$ cat config.mk
export PLATFORM = sky130hd
export DESIGN_NAME = ring_counter_param_flat
export DESIGN_NICKNAME = d
export VERILOG_FILES = /design/src/rtl/ring_counter_param_if.sv /design/src/rtl/ring_counter_param.sv /design/src/flat_wrapper.sv
export SDC_FILE = /design/constraint.sdc
export NUM_CORES = 1
export LEC_CHECK = 0
export CAP_MARGIN = 25
export CORE_MARGIN = 4
export CORE_UTILIZATION = 48
export DETAILED_ROUTE_END_ITERATION = 7
export PLACE_DENSITY = 0.76
export REMOVE_ABC_BUFFERS = 1
export SLEW_MARGIN = 20
export SYNTH_ARGS = -nofsm -noshare
export SYNTH_HDL_FRONTEND = slang
export SYNTH_SLANG_ARGS = --single-unit
$ cat constraint.sdc
create_clock -name clk -period 4 [get_ports clk]
set_input_delay 0.8 -clock clk [delete_from_list [all_inputs] [get_ports clk]]
set_output_delay 0.8 -clock clk [all_outputs]
set_load 0.03 [all_outputs]
$ cat src/rtl/ring_counter_param_if.sv
// Control and pattern bus of the parametrised ring/shift pattern generator.
// The master side drives the step controls and reads the pattern back.
interface ring_counter_param_if #(
  parameter int WIDTH   = 18,
  parameter int PRESC_W = 8
) ();

  logic               en;
  logic               sw;
  logic [1:0]         mode;
  logic [PRESC_W-1:0] presc;
  logic               load;
  logic [WIDTH-1:0]   load_val;
  logic [WIDTH-1:0]   OUT;
  logic               wrap;
  logic               dir_o;

  modport master (
    output en, sw, mode, presc, load, load_val,
    input  OUT, wrap, dir_o
  );

  modport slave (
    input  en, sw, mode, presc, load, load_val,
    output OUT, wrap, dir_o
  );

endinterface

$ cat src/rtl/ring_counter_param.sv
// Parametrised ring / Johnson / bounce pattern generator with step
// prescaler, parallel load and a pulse on return to the home pattern.
module ring_counter_param #(
  parameter int               WIDTH   = 18,
  parameter logic [WIDTH-1:0] INIT    = {{(WIDTH-1){1'b0}}, 1'b1},
  parameter int               PRESC_W = 8
) (
  input logic                 clk,
  input logic                 res,
  ring_counter_param_if.slave bus
);

  typedef enum logic [1:0] {
    MODE_RING    = 2'b00,
    MODE_JOHNSON = 2'b01,
    MODE_BOUNCE  = 2'b10,
    MODE_HOLD    = 2'b11
  } mode_e;

  mode_e              mode;
  logic [WIDTH-1:0]   out_q;
  logic [WIDTH-1:0]   home_q;
  logic [PRESC_W-1:0] cnt_q;
  logic               wrap_q;
  logic               bdir_q;

  logic               advance;
  logic               fire;
  logic [WIDTH-1:0]   step_out;
  logic               step_bdir;

  assign mode = mode_e'(bus.mode);

  // The prescaler only runs while enabled and not held; a presc lowered
  // below the current count fires on the next enabled cycle.
  assign advance = bus.en && (mode != MODE_HOLD);
  assign fire    = advance && (cnt_q >= bus.presc);

  // Candidate pattern and bounce direction if a step fires this cycle.
  always_comb begin
    // NOTE: defaults first so every path assigns every output; otherwise a latch is inferred.
    step_out  = out_q;
    step_bdir = bdir_q;
    case (mode)
      MODE_RING: begin
        step_out = bus.sw ? {out_q[WIDTH-2:0], out_q[WIDTH-1]}
                          : {out_q[0], out_q[WIDTH-1:1]};
      end
      MODE_JOHNSON: begin
        step_out = bus.sw ? {out_q[WIDTH-2:0], ~out_q[WIDTH-1]}
                          : {~out_q[0], out_q[WIDTH-1:1]};
      end
      MODE_BOUNCE: begin
        // Hitting an end reverses direction and the same step moves away
        // from it; an all-zero pattern simply stays zero.
        if (bdir_q && out_q[WIDTH-1]) begin
          step_out  = out_q >> 1;
          step_bdir = 1'b0;
        end else if (!bdir_q && out_q[0]) begin
          step_out  = out_q << 1;
          step_bdir = 1'b1;
        end else begin
          step_out = bdir_q ? (out_q << 1) : (out_q >> 1);
        end
      end
      default: step_out = out_q;
    endcase
  end

  // Pattern, home, prescaler, wrap pulse and bounce direction registers.
  always_ff @(posedge clk) begin
    // NOTE: non-blocking assignments so every register samples pre-edge values.
    if (res) begin
      out_q  <= INIT;
      home_q <= INIT;
      cnt_q  <= '0;
      wrap_q <= 1'b0;
      bdir_q <= bus.sw;
    end else if (bus.load) begin
      out_q  <= bus.load_val;
      home_q <= bus.load_val;
      cnt_q  <= '0;
      wrap_q <= 1'b0;
      bdir_q <= bus.sw;
    end else begin
      wrap_q <= fire && (step_out == home_q);
      if (advance) begin
        cnt_q <= fire ? '0 : cnt_q + PRESC_W'(1);
      end
      if (fire) begin
        out_q <= step_out;
      end
      // Bounce latches its own direction; ring/Johnson follow sw so that
      // entering bounce starts from the last sampled sw; hold freezes it.
      if (mode == MODE_BOUNCE) begin
        if (fire) begin
          bdir_q <= step_bdir;
        end
      end else if (mode != MODE_HOLD) begin
        bdir_q <= bus.sw;
      end
    end
  end

  assign bus.OUT   = out_q;
  assign bus.wrap  = wrap_q;
  assign bus.dir_o = (mode == MODE_BOUNCE) ? bdir_q : bus.sw;

endmodule

$ cat src/flat_wrapper.sv
// flat-port wrapper written by rule: the top's interface ports become plain ports
module ring_counter_param_flat 
#(
  parameter int               WIDTH   = 18,
  parameter logic [WIDTH-1:0] INIT    = {{(WIDTH-1){1'b0}}, 1'b1},
  parameter int               PRESC_W = 8
)
  (clk, res, bus_en, bus_sw, bus_mode, bus_presc, bus_load, bus_load_val, bus_OUT, bus_wrap, bus_dir_o);
  ring_counter_param_if #(.WIDTH(WIDTH), .PRESC_W(PRESC_W)) bus_i ();
  input logic clk;
  input logic res;
  input wire logic [$bits(bus_i.en)-1:0] bus_en;
  input wire logic [$bits(bus_i.sw)-1:0] bus_sw;
  input wire logic [$bits(bus_i.mode)-1:0] bus_mode;
  input wire logic [$bits(bus_i.presc)-1:0] bus_presc;
  input wire logic [$bits(bus_i.load)-1:0] bus_load;
  input wire logic [$bits(bus_i.load_val)-1:0] bus_load_val;
  output wire logic [$bits(bus_i.OUT)-1:0] bus_OUT;
  output wire logic [$bits(bus_i.wrap)-1:0] bus_wrap;
  output wire logic [$bits(bus_i.dir_o)-1:0] bus_dir_o;
  assign bus_i.en = bus_en;
  assign bus_i.sw = bus_sw;
  assign bus_i.mode = bus_mode;
  assign bus_i.presc = bus_presc;
  assign bus_i.load = bus_load;
  assign bus_i.load_val = bus_load_val;
  assign bus_OUT = bus_i.OUT;
  assign bus_wrap = bus_i.wrap;
  assign bus_dir_o = bus_i.dir_o;
  ring_counter_param #(.WIDTH(WIDTH), .INIT(INIT), .PRESC_W(PRESC_W)) u_core (.clk(clk), .res(res), .bus(bus_i));
endmodule
# After elaboration in Yosys (flattened, before gate mapping)
# Cells that the tools add are included.
# word_totals
latch_bits,0
ramBits,0
n_memories,0
input_bits,33
rom_bits,0
out_inout_bits,20
ff_bits,46
wordCells,43
# op_classes
n_shift,0
n_mul,0
bitwise_logic,2
order_cmp,1
muxes,17
reduce_logical,11
n_eq_ne,6
n_div,0
add_sub_neg,1
# op_table
op,n
$mux W18,7
$pmux W18 S3,1
$eq A18 B18 Y1,1
$add A8 B1 Y8 const B,1
$ge A8 B8 Y1,1
$mux W1,8
$mux W8,1
$logic_and A1 B1 Y1,5
$ne A5 B3 Y1 const B,1
$ne A4 B3 Y1 const B,1
$reduce_bool A4 Y1,1
$reduce_and A3 Y1,1
$eq A2 B1 Y1 const B,1
$eq A2 B2 Y1 const B,1
$logic_not A2 Y1,1
$ne A2 B2 Y1 const B,1
$not A1 Y1,2
$reduce_bool A2 Y1,1
$reduce_or A2 Y1,1
$logic_not A1 Y1,1

# Longest topological paths before layout
# depth
depth_word,8
ltp_mapped,10
depth_no_buf,9

# Worst setup path before layout
# Ideal clock, no wire load.
# synth_path
path_type,in2reg
from,input bus_presc[5]
to,register u_core.out_q[10] (netlist: u_core.bus.OUT[10])
path_buffers,1
arrival_time_ns,2.381
required_time_ns,3.866
setup_time_ns,0.134
path_stages,9
setup_slack_ns,1.485
path_cell_list,inv_1 -> ha_1 -> a21o_1 -> a211oi_1 -> o211ai_1 -> nand2_1 -> buf_4 -> mux2i_1 -> o22ai_1
# synth_between
elab_chain_len,3
# synth_lines
item,line_no,rtl
start: declaration,flat_wrapper.sv:15,input wire logic [$bits(bus_i.presc)-1:0] bus_presc;
$ge A8 B8 Y1,ring_counter_param.sv:37,assign fire = advance && (cnt_q >= bus.presc);
$logic_and A1 B1 Y1,ring_counter_param.sv:37,
$reduce_bool A2 Y1 (no line),--,
end signal: assignment,ring_counter_param.sv:80,out_q <= bus.load_val;
end signal: assignment,ring_counter_param.sv:91,out_q <= step_out;
end: declaration,ring_counter_param.sv:21,logic [WIDTH-1:0] out_q;
# No other way between the ends.
# A chain may end at the register's enable or synchronous reset.

# Worst setup path in the final report
# layout_path
from,input bus_mode[0]
to,output bus_dir_o
# layout_between
elab_chain_len,2
# layout_lines
item,line_no,rtl
start: declaration,flat_wrapper.sv:14,input wire logic [$bits(bus_i.mode)-1:0] bus_mode;
$eq A2 B2 Y1,ring_counter_param.sv:107,assign bus.dir_o = (mode == MODE_BOUNCE) ? bdir_q : bus.sw;
$mux W1,ring_counter_param.sv:107,
end: declaration,flat_wrapper.sv:20,output wire logic [$bits(bus_i.dir_o)-1:0] bus_dir_o;
# No other way between the ends.

==> flow_summary.toml <==
[critical_path]
cp_num_buf_inv = 2
critPathMostFrequentCell = "clkdlybuf4s50_1"
crit_fanout = 6
slowest_stage = "clkdlybuf4s50_1"
cp.required_ns = 3.20
critPathCaptureType = "output pin"
path_class = "primary input to output pin"
max_stage_delay_ns = 0.59
critPathLaunchType = "primary input"
crit_chain = "clkdlybuf4s50_1 > nand2b_1 > mux2_2 > clkdlybuf4s50_1"
cp_top_family = "buffers and inverters"
critPathArrivalTime_ns = 2.46

[timing]
setup_viol = 0
period_share = 0.815
finalHoldViolations = 0
tightest_slew_ns = 0.828
period_minus_slack_ns = 3.26
finalMaxSlewViolations = 0
fin_skew_ns = 0.00738
slew_headroom = 0.446
setup_slack_ns = 0.738
fmax_mhz = 307
fin_tns_setup_ns = 0
rsz0062_at_grt = "false"

[grt]
grt_usage = 0.221
gr-total-overflow = 0
grt_pass1_vias = 3218
antenna_found_initial = 0
grt_start_max_net_pins = 49
grt_pass1_wl_mm = 15.5

[synth]
seq_area_frac_synth = 0.275
synth_top_area_share = 0.266
synth_top_flop_cell = "dfxtp_1"
synth_area_um2 = 3380
synth.most_common_cell = "nand2_1"
synthTopCellsByCount = "nand2_1, dfxtp_1, mux2i_1"
synthTopCellsByArea = "dfxtp_1, mux2i_1, nand2_1, o22ai_1, a21oi_1"
synth_cell_types = 55
ys_seq_elements = 46
yosysWarnings = 0
syn_avg_cell_area_um2 = 7.90
syn_inst = 428
synthArstFlopShare = 0
yosys.area.top_type = "dfxtp_1"
synth_edf_count = 1

[cts]
cts_buffers = 5
hold_buffers = 0
path_clk_slew_ns = 0.10
cts_setup_buffers = 0
clockBufferDepth = 2
clk_latency_ns = 0.32
cts_root_buf = "clkbuf_8"
cts_tree = "yes"
clock_sinks = 46
post_cts_resized = 0
cts.htree.levels = 2

[floorplan]
dieHeight_um = 92.0
dieArea_um2 = 8460
die_w_um = 92.0
ios = 53
fp.coreArea_um2 = 6830
row_count = 30
start_util = 0.495

[cells_and_area]
stdcell_count = 560
area_delta_synth_final_pct = 18.5
num-nets-final = 505
diodes = 0
final_util = 0.587
n_fill_cell = 623
drive_gt1_frac = 0.0819

[routing]
drtPass1Iterations = 5
viasPerCell = 6.06
routed-via-count = 3392
routedWlPerCell_um = 16.7
ant_nets = 0
drt_iter0_drc = 285
drc = 0
routed_wl_mm = 9.33

[job]
drv_cap = 0

[power]
totalPowerFinal_mw = 1.14
power_density_nw_per_um2 = 283
leakagePower_nw = 1.67
ir_worst_vdd_mv = 0.200

[place]
place_congestion = 0.807
pre_cts_ws_ns = 0.619
dp_cells = 552
port_buffers = 52
hpwlAfterDp_mm = 6.48

[outcome]
outcome = "finished clean"

[worst_hold_path]
hp-class = "flop to flop"
flip-flops by register name, indices dropped and copies added (netlist names):
name / count
u_core.bdir_q: 1
u_core.home_q: 18
u_core.bus.wrap: 1
u_core.cnt_q: 8
u_core.bus.OUT: 18
where the power goes:
| part | internal, mW | switching (mW) | total, mW |
|---|---|---|---|
| sequential | 0.482 | 0.0352 | 0.517 |
| combinational | 0.141 | 0.165 | 0.306 |
| clock | 0.127 | 0.186 | 0.312 |
metal layers:
layer | vias up | wire length, um | global-route usage | part of all wire
li1 | 1651 | - | - | -
met1 | 1621 | 4280 | 0.297 | 0.46
met2 | 107 | 4410 | 0.363 | 0.47
met3 | 13 | 476 | 0.0377 | 0.051
met4 | 0 | 157 | 0.0681 | 0.017
met5 | - | 0 | 0 | 0
per-stage QoR:
stage	hold WS [ns]	area [um2]
3_3_place_gp	0.458	3920
6_report	0.484	4010
4_1_cts	0.484	4010
5_1_grt	0.519	4010
2_1_floorplan	0.443	3220
3_5_place_dp	0.470	3920
path summary, 6_finish.rpt:
check | startpoint | end | slack, ns | cells after the start
worst min register to register | u_core.home_q[0]$_SDFFE_PP1P_ | u_core.home_q[0]$_SDFFE_PP1P_ | 0.48 | 2
worst min-delay path | u_core.home_q[0]$_SDFFE_PP1P_ | u_core.home_q[0]$_SDFFE_PP1P_ | 0.48 | 2
worst max register to register | u_core.bus.OUT[0]$_SDFFE_PP1P_ | u_core.bus.wrap$_SDFF_PN0_ | 1.34 | 7
worst max-delay path | bus_mode[0] | bus_dir_o | 0.74 | 4
layout make-up:
cell class	count	area [um2]	share of cell area
Clock buffer	5	68.8	0.0172
Clock inverter	3	22.5	0.00562
Inverter	13	48.8	0.0122
Multi-Input combinational cell	337	2240	0.559
Sequential cell	46	931	0.232
Tap cell	96	120	0.0300
Timing Repair Buffer	60	576	0.144
logic make-up after synthesis:
logic type,Yosys count,share of synthesized area
AO/OA/AOI/OAI,111,0.237
multiplexers,33,0.0987
AND/OR/NAND/NOR,168,0.252
flip-flops,46,0.275
adder cells (fa/ha/maj),9,0.0333
XOR/XNOR,16,0.0414
buffers and inverters,45,0.0625
cell usage in the layout (no fill, tap or decap), drive strengths merged, types with 10 or more instances in the layout:
cell           netlist  routed
inv                 12      14
nor2                22      22
mux2i               30      30
clkdlybuf4s50        0      51
o22ai               21      21
nand2b              20      20
and3                20      20
nand2               58      58
a21oi               25      25
dfxtp               45      45
nand3               13      13
nor3                10      10
a211oi              15      15
o21ai               11      11
worst reg2reg max path: cells and delay by family, from the launching register on:
| family | cells | cell delay [ns] |
|---|---|---|
| AO/OA/AOI/OAI | 2 | 0.61 |
| flip-flops | 1 | 0.48 |
| AND/OR/NAND/NOR | 5 | 1.51 |
(Power assumes the default switching activity.)
